===== src/rtl/ball_motion.sv =====
// Ball stage: owns ball position, direction and the serve/lost/game-over sequence,
// and paints the square ball into the VGA colour stream.
module ball_motion #(
    parameter int BALL_SIZE  = 8,
    parameter int TICK_DIV   = 208333,
    parameter int SCREEN_W   = 640,
    parameter int SCREEN_H   = 480,
    parameter int LIVES_INIT = 3
) (
    input  logic        clk,
    input  logic        rst,
    input  logic        launch,
    input  logic [9:0]  paddle_x,
    input  logic [9:0]  paddle_y,
    input  logic [9:0]  paddle_width,
    input  logic [9:0]  paddle_height,
    input  logic [9:0]  x,
    input  logic [9:0]  y,
    input  logic        active_pixels,
    output logic [23:0] vga_color,
    output logic [9:0]  ball_x,
    output logic [9:0]  ball_y,
    output logic [1:0]  lives,
    output logic        ball_lost,
    output logic        game_over
);

    localparam logic [10:0] SIZE_W    = 11'(BALL_SIZE);
    localparam logic [10:0] HALF_W    = 11'(BALL_SIZE / 2);
    localparam logic [10:0] SCR_W     = 11'(SCREEN_W);
    localparam logic [10:0] SCR_H     = 11'(SCREEN_H);
    localparam logic [19:0] TICK_LAST = 20'(TICK_DIV);
    localparam logic [1:0]  LIVES_RST = 2'(LIVES_INIT);
    localparam logic [23:0] BALL_RGB  = 24'hFF0000;

    typedef enum logic [1:0] {
        SERVE = 2'd0,
        MOVE  = 2'd1,
        LOST  = 2'd2,
        OVER  = 2'd3
    } state_t;

    state_t      state_r;
    state_t      state_nxt_s;
    logic [19:0] tick_cnt_r;
    logic        tick_s;
    logic [9:0]  ball_x_r;
    logic [9:0]  ball_y_r;
    logic [9:0]  ball_x_nxt_s;
    logic [9:0]  ball_y_nxt_s;
    logic        dx_neg_r;
    logic        dx_neg_nxt_s;
    logic        dy_up_r;
    logic        dy_up_nxt_s;
    logic        armed_r;
    logic        armed_nxt_s;
    logic [1:0]  lives_r;
    logic [1:0]  lives_nxt_s;
    logic        ball_lost_r;
    logic        ball_lost_nxt_s;
    logic        game_over_r;
    logic        game_over_nxt_s;

    logic [10:0] bx_w_s;
    logic [10:0] by_w_s;
    logic [10:0] px_w_s;
    logic [10:0] py_w_s;
    logic [10:0] pix_x_w_s;
    logic [10:0] pix_y_w_s;
    logic [10:0] serve_x_s;
    logic [10:0] serve_y_s;
    logic        hit_left_s;
    logic        hit_right_s;
    logic        hit_top_s;
    logic        hit_paddle_s;
    logic        hit_bottom_s;
    logic        in_ball_s;
    logic        paddle_height_unused_s;

    // Height is reserved for future collision shapes; keep it visibly sunk.
    assign paddle_height_unused_s = |paddle_height;

    // All geometry is widened to 11 bits so edge sums never wrap.
    assign bx_w_s    = {1'b0, ball_x_r};
    assign by_w_s    = {1'b0, ball_y_r};
    assign px_w_s    = {1'b0, paddle_x};
    assign py_w_s    = {1'b0, paddle_y};
    assign pix_x_w_s = {1'b0, x};
    assign pix_y_w_s = {1'b0, y};

    assign serve_x_s = px_w_s + {2'b00, paddle_width[9:1]} - HALF_W;
    assign serve_y_s = py_w_s - SIZE_W;

    assign tick_s       = (tick_cnt_r == TICK_LAST);
    assign hit_left_s   = dx_neg_r && (ball_x_r == 10'd0);
    assign hit_right_s  = !dx_neg_r && ((bx_w_s + SIZE_W) >= SCR_W);
    assign hit_top_s    = dy_up_r && (ball_y_r == 10'd0);
    assign hit_paddle_s = !dy_up_r
                          && ((by_w_s + SIZE_W) == py_w_s)
                          && ((bx_w_s + SIZE_W) > px_w_s)
                          && (bx_w_s < (px_w_s + {1'b0, paddle_width}));
    assign hit_bottom_s = !dy_up_r && ((by_w_s + SIZE_W) >= SCR_H);

    assign in_ball_s = (pix_x_w_s >= bx_w_s) && (pix_x_w_s < (bx_w_s + SIZE_W))
                       && (pix_y_w_s >= by_w_s) && (pix_y_w_s < (by_w_s + SIZE_W));

    // State and datapath registers; reset re-centres the ball on the paddle.
    always_ff @(posedge clk) begin
        if (!rst) begin
            state_r     <= SERVE;
            tick_cnt_r  <= 20'd0;
            ball_x_r    <= serve_x_s[9:0];
            ball_y_r    <= serve_y_s[9:0];
            dx_neg_r    <= 1'b0;
            dy_up_r     <= 1'b1;
            armed_r     <= 1'b0;
            lives_r     <= LIVES_RST;
            ball_lost_r <= 1'b0;
            game_over_r <= 1'b0;
        end else begin
            state_r     <= state_nxt_s;
            tick_cnt_r  <= tick_s ? 20'd0 : (tick_cnt_r + 20'd1);
            ball_x_r    <= ball_x_nxt_s;
            ball_y_r    <= ball_y_nxt_s;
            dx_neg_r    <= dx_neg_nxt_s;
            dy_up_r     <= dy_up_nxt_s;
            armed_r     <= armed_nxt_s;
            lives_r     <= lives_nxt_s;
            ball_lost_r <= ball_lost_nxt_s;
            game_over_r <= game_over_nxt_s;
        end
    end

    // Next-state and datapath: serve tracking, per-tick motion and life accounting.
    always_comb begin
        state_nxt_s     = state_r;
        ball_x_nxt_s    = ball_x_r;
        ball_y_nxt_s    = ball_y_r;
        dx_neg_nxt_s    = dx_neg_r;
        dy_up_nxt_s     = dy_up_r;
        armed_nxt_s     = armed_r;
        lives_nxt_s     = lives_r;
        ball_lost_nxt_s = 1'b0;
        game_over_nxt_s = game_over_r;
        case (state_r)
            SERVE: begin
                ball_x_nxt_s = serve_x_s[9:0];
                ball_y_nxt_s = serve_y_s[9:0];
                // A launch level still held from before needs a release first.
                if (launch && armed_r) begin
                    state_nxt_s  = MOVE;
                    dx_neg_nxt_s = 1'b0;
                    dy_up_nxt_s  = 1'b1;
                    armed_nxt_s  = 1'b0;
                end else if (!launch) begin
                    armed_nxt_s = 1'b1;
                end else begin
                    armed_nxt_s = armed_r;
                end
            end
            MOVE: begin
                if (tick_s) begin
                    if (hit_left_s) begin
                        dx_neg_nxt_s = 1'b0;
                    end else if (hit_right_s) begin
                        dx_neg_nxt_s = 1'b1;
                    end else if (dx_neg_r) begin
                        ball_x_nxt_s = ball_x_r - 10'd1;
                    end else begin
                        ball_x_nxt_s = ball_x_r + 10'd1;
                    end
                    if (hit_top_s) begin
                        dy_up_nxt_s = 1'b0;
                    end else if (hit_paddle_s) begin
                        dy_up_nxt_s = 1'b1;
                    end else if (hit_bottom_s) begin
                        state_nxt_s     = LOST;
                        ball_lost_nxt_s = 1'b1;
                    end else if (dy_up_r) begin
                        ball_y_nxt_s = ball_y_r - 10'd1;
                    end else begin
                        ball_y_nxt_s = ball_y_r + 10'd1;
                    end
                end else begin
                    state_nxt_s = MOVE;
                end
            end
            LOST: begin
                lives_nxt_s = lives_r - 2'd1;
                if (lives_r == 2'd1) begin
                    state_nxt_s     = OVER;
                    game_over_nxt_s = 1'b1;
                end else begin
                    state_nxt_s = SERVE;
                end
            end
            OVER: begin
                game_over_nxt_s = 1'b1;
            end
            default: begin
                state_nxt_s = SERVE;
            end
        endcase
    end

    // Ball pixel colour for the VGA mux.
    always_comb begin
        vga_color = 24'h000000;
        if (active_pixels && in_ball_s) begin
            vga_color = BALL_RGB;
        end else begin
            vga_color = 24'h000000;
        end
    end

    assign ball_x    = ball_x_r;
    assign ball_y    = ball_y_r;
    assign lives     = lives_r;
    assign ball_lost = ball_lost_r;
    assign game_over = game_over_r;

endmodule


===== config.mk =====
export PLATFORM = sky130hd
export DESIGN_NAME = ball_motion
export DESIGN_NICKNAME = d
export VERILOG_FILES = /design/src/rtl/ball_motion.sv
export SDC_FILE = /design/constraint.sdc
export NUM_CORES = 1
export LEC_CHECK = 0
export ABC_AREA = 1
export CAP_MARGIN = 20
export CORE_UTILIZATION = 50
export CTS_BUF_LIST = sky130_fd_sc_hd__clkbuf_8
export DETAILED_ROUTE_END_ITERATION = 8
export PLACE_DENSITY = 0.8
export REMOVE_ABC_BUFFERS = 1
export SLEW_MARGIN = 25
export SYNTH_ARGS = -nofsm -noshare
export SYNTH_HDL_FRONTEND = slang
export SYNTH_SLANG_ARGS = --single-unit

===== constraint.sdc =====
create_clock -name clk -period 4.6 [get_ports clk]
set_clock_uncertainty 0.15 [all_clocks]
set_input_delay 0.46 -clock clk [delete_from_list [all_inputs] [get_ports clk]]
set_output_delay 0.46 -clock clk [all_outputs]
set_load 0.02 [all_outputs]

==> impl.org <==
** Outcome
- Run status :: finished with violations
- Violated checks :: DRC

** Run
- Reported max-cap violation count :: 0

** Clocking
- For this design, the CTS-stage hold fixing added 0 buffers.
- Post-CTS repair timing setup buffer count :: 0
- The clock passes through at most 2 buffers.
- Clock latency on the worst-skew pair :: ~310 ps
- TritonCTS Sinks :: 49
- H-Tree Depth :: 2
- Post-CTS clock slew at the launch and capture registers of the worst setup and hold paths :: 90 ps
- TritonCTS built the clock tree.
- Clk Tree Root Cell :: sky130_fd_sc_hd__clkbuf_8
- The number of gates resized after CTS was 0.
- Buffers inserted during clock tree synthesis total 5.

** Detailed routing
- After the first detailed-routing iteration, the DRC count stood at 329.
- After detailed routing, the number of remaining DRC violations is 8.
- Once detail routing completed, the nets flagged for antenna violations numbered 0.
- Using the TritonRoute via totals, the vias-per-cell ratio works out to 5.28.
- The pre-antenna-repair detailed-routing pass consisted of 9 iterations.
- Total number of vias :: 5781
- After detailed routing, the total wire length is 14200 µm.
- Dividing the detail-routed wire length by the instance count gives roughly 13 µm.

** Worst setup path
- The worst register-to-register path ends at ball_y[3]$_DFFE_PP_.
- The startpoint identified for the worst register-to-register timing path is ball_x[4]$_DFFE_PP_.
- Category of the critical setup timing path :: reg2out
- WP data required :: 3990 ps
- The worst setup path is launched from a register.
- The setup check on the worst reg-to-reg path leaves a slack of 1380 ps.
- Along the worst path, the maximum fanout reaches 8.
- STA classifies the critical path endpoint as an output port.
- Data on the critical path arrives at its endpoint at roughly 3600 ps.
- For the worst flop-to-flop path, the logic depth is 16.

** Placed design
- In this run the cell area measured after placement is 0.00697 mm².
- Detailed placement finished with a half-perimeter wire length of 11800 µm.
- Once placement completed, the tool counted placed cells totaling about 1100.
- Final GP Congestion :: 0.935
- Count of input and output buffers :: 85

** Worst hold path
- Hold Crit Start :: tick_cnt_r[9]$_SDFF_PP0_
- The path with the worst hold slack has its endpoint at tick_cnt_r[9]$_SDFF_PP0_.
- The min-delay analysis places its worst path in the category reg2reg.
- Along the worst hold path, the cell count comes to 2.

** Global routing
- Entering global routing, the biggest net connects 23 pins.
- Grt total ovfl :: 0
- The initial antenna violation count was 0.
- Global routing used a little under a quarter of the available tracks across all layers.
- Wire length of the first global-routing pass :: around 24000 µm
- Via count of the first global-routing pass :: 5327

** Floorplanning
- Die outline height :: approximately 110 µm
- Die X-Extent :: 112 µm
- Row generation in the floorplan step produced 39 rows.
- Die outline area :: 0.0126 mm²
- Ports :: 112
- The initial utilization of the core area, before any placement, comes to a little over half.
- Core area :: about 0.012 mm²

** Timing
- Slew at the pin with the worst max-slew slack :: 705 ps
- Total count of hold-check failures in the final report :: 0
- Setup repair after global routing left no endpoint under its margin.
- Final setup violation count :: 0
- Min Tclk post-route :: 4210 ps
- Max-slew violations :: 0
- Post-route clock period utilization :: 91.5%
- Based on the critical path, the design can be clocked at up to 238 MHz.
- Headroom to the max-slew limit came out at ~53%.
- In the final timing run, aggregate negative setup slack is 0 ps.

** Pwr
- Max IR drop VDD :: 0.245 mV
- For this design the ratio of total power to cell area is 521 mW/mm².
- Summed over all cells, the static leakage comes to about 3.4 nW.

** Cells and area
- Excluding fillers, the count of instances in the completed layout stands at 1095.
- The number of antenna diodes in the final layout is 0.
- Layout net count :: 1125
- From synthesis to final layout, the design area changed by 16.3%.
- Fin util :: 60.8%
- With fillers left out, the area of the finished cells amounts to 0.00706 mm².
- Of the cells placed in the final design, the portion with a size suffix greater than 1 is roughly 4.4%.

** Logic synthesis
- Yosys printed 0 warnings.
- In the synthesized netlist the async set-or-reset flop fraction comes to 0%.
- Distinct cell type count after synthesis :: 44
- Cells after synthesis :: about 870
- After synthesis the netlist holds a flip-flop and latch count of 49.
- EDFF count, synth :: 20
- Proportion of synthesized chip area in sequential cells :: 19.5%
- Area of the mapped netlist :: roughly 0.0061 mm²
- The average instance in the mapped netlist occupies 6.96 µm².
- Leading register cell type out of synthesis :: sky130_fd_sc_hd__dfxtp_1
cells in the final DEF, fill, tap and decap left out, types with 24 or more instances in the layout:
cell                              Yosys  final
sky130_fd_sc_hd__inv_1              136    136
sky130_fd_sc_hd__nand3_1             45     45
sky130_fd_sc_hd__nor2_1              89     89
sky130_fd_sc_hd__ha_1               106    106
sky130_fd_sc_hd__dfxtp_1             29     29
sky130_fd_sc_hd__clkdlybuf4s50_1      0     85
sky130_fd_sc_hd__xor2_1              24     24
sky130_fd_sc_hd__o21ai_0             41     41
sky130_fd_sc_hd__nand2_1            163    163
sky130_fd_sc_hd__a21oi_1             62     62
final cells by class:
class	instances	area, µm²
fillers	1091	4560
multi-input cells	671	4230
flip-flops and latches	49	1180
repair buffers	87	866
inverters	137	514
well taps	143	179
clock buffers	5	68.8
clock inverters	3	21.3
cells by family after synthesis:
family                     share of synthesized area, %
and+or+nand+nor                                    27.8
buffers and inverters                              11.8
AOI/OAI and AO/OA                                  12.8
adders and majority gates                          23.2
DFF                                                19.5
xor gates and xnor gates                           4.76
other                                            0.0618
muxes                                             0.165
sequential cells by signal, summed over array words and instances (netlist names):
signal,count
tick_cnt_r,20
ball_lost,1
ball_y,10
dx_neg_r,1
game_over,1
dy_up_r,1
armed_r,1
state_r,2
lives,2
ball_x,10
report_power, final:
| group | switching [mW] | internal [mW] |
|---|---|---|
| Combinational | 1.48 | 1.05 |
| Sequential | 0.280 | 0.612 |
| Clock | 0.153 | 0.108 |
routing by layer:
layer	vias up	global-route usage (%)	wire length, µm
met5	-	0	0
met4	0	5.96	261
met3	22	2.27	713
met2	146	38.8	6440
met1	2590	31.1	6830
li1	3023	-	-
worst max path at each step:
| stage | slack, ps | startpoint | end |
|---|---|---|---|
| 5_1_grt | 110 | ball_x[3]$_DFFE_PP_ | vga_color[16] |
| 4_1_cts | 370 | ball_x[3]$_DFFE_PP_ | vga_color[18] |
| 3_5_place_dp | 580 | paddle_x[0] | ball_y[1]$_DFFE_PP_ |
| 3_3_place_gp | 610 | paddle_x[0] | ball_y[2]$_DFFE_PP_ |
| 2_1_floorplan | 20 | ball_x[3]$_DFFE_PP_ | vga_color[16] |
| 6_report | 390 | ball_x[3]$_DFFE_PP_ | vga_color[20] |
worst max-delay path, stage by stage, from the launching register on:
cell	delay [ps]
sky130_fd_sc_hd__edfxtp_1	570
sky130_fd_sc_hd__inv_1	180
sky130_fd_sc_hd__nor2_2	170
sky130_fd_sc_hd__xor2_1	210
sky130_fd_sc_hd__inv_1	70
sky130_fd_sc_hd__ha_1	290
sky130_fd_sc_hd__nand2_1	70
sky130_fd_sc_hd__or3b_2	430
sky130_fd_sc_hd__o21ai_0	220
sky130_fd_sc_hd__nand3_1	100
sky130_fd_sc_hd__a21boi_0	150
sky130_fd_sc_hd__o21ai_0	90
sky130_fd_sc_hd__nand4_1	80
sky130_fd_sc_hd__nor2_1	110
sky130_fd_sc_hd__clkdlybuf4s50_1	560
Yosys cell counts (5+ instances only):
library cell | instances | area share [%]
sky130_fd_sc_hd__nor2_2 | 6 | 0.62
sky130_fd_sc_hd__ha_1 | 106 | 22
sky130_fd_sc_hd__a21o_1 | 5 | 0.62
sky130_fd_sc_hd__nand3_2 | 5 | 0.83
sky130_fd_sc_hd__nor2_1 | 89 | 5.5
sky130_fd_sc_hd__nand2_1 | 163 | 10
sky130_fd_sc_hd__edfxtp_1 | 20 | 9.9
sky130_fd_sc_hd__xnor2_1 | 9 | 1.3
sky130_fd_sc_hd__a21oi_1 | 62 | 5.1
sky130_fd_sc_hd__buf_4 | 24 | 3.0
sky130_fd_sc_hd__nand3_1 | 45 | 3.7
sky130_fd_sc_hd__o21ai_0 | 41 | 3.4
sky130_fd_sc_hd__nand4_1 | 13 | 1.3
sky130_fd_sc_hd__nor3_1 | 19 | 1.6
sky130_fd_sc_hd__dfxtp_1 | 29 | 9.6
sky130_fd_sc_hd__xor2_1 | 24 | 3.5
sky130_fd_sc_hd__inv_1 | 136 | 8.4
sky130_fd_sc_hd__nand2_2 | 10 | 1.0
sky130_fd_sc_hd__nor4_1 | 7 | 0.72
through the flow:
step / setup WS [ps] / hold slack (ps) / total power [mW]
final: 389 / 332 / 3.68
after global routing: 110 / 364 / 4.09
after CTS: 370 / 335 / 3.68
after detailed placement: 578 / 319 / 3.41
after global placement: 611 / 308 / 3.34
after floorplan: 22.1 / 294 / 2.63
(Power assumes the default switching activity.)
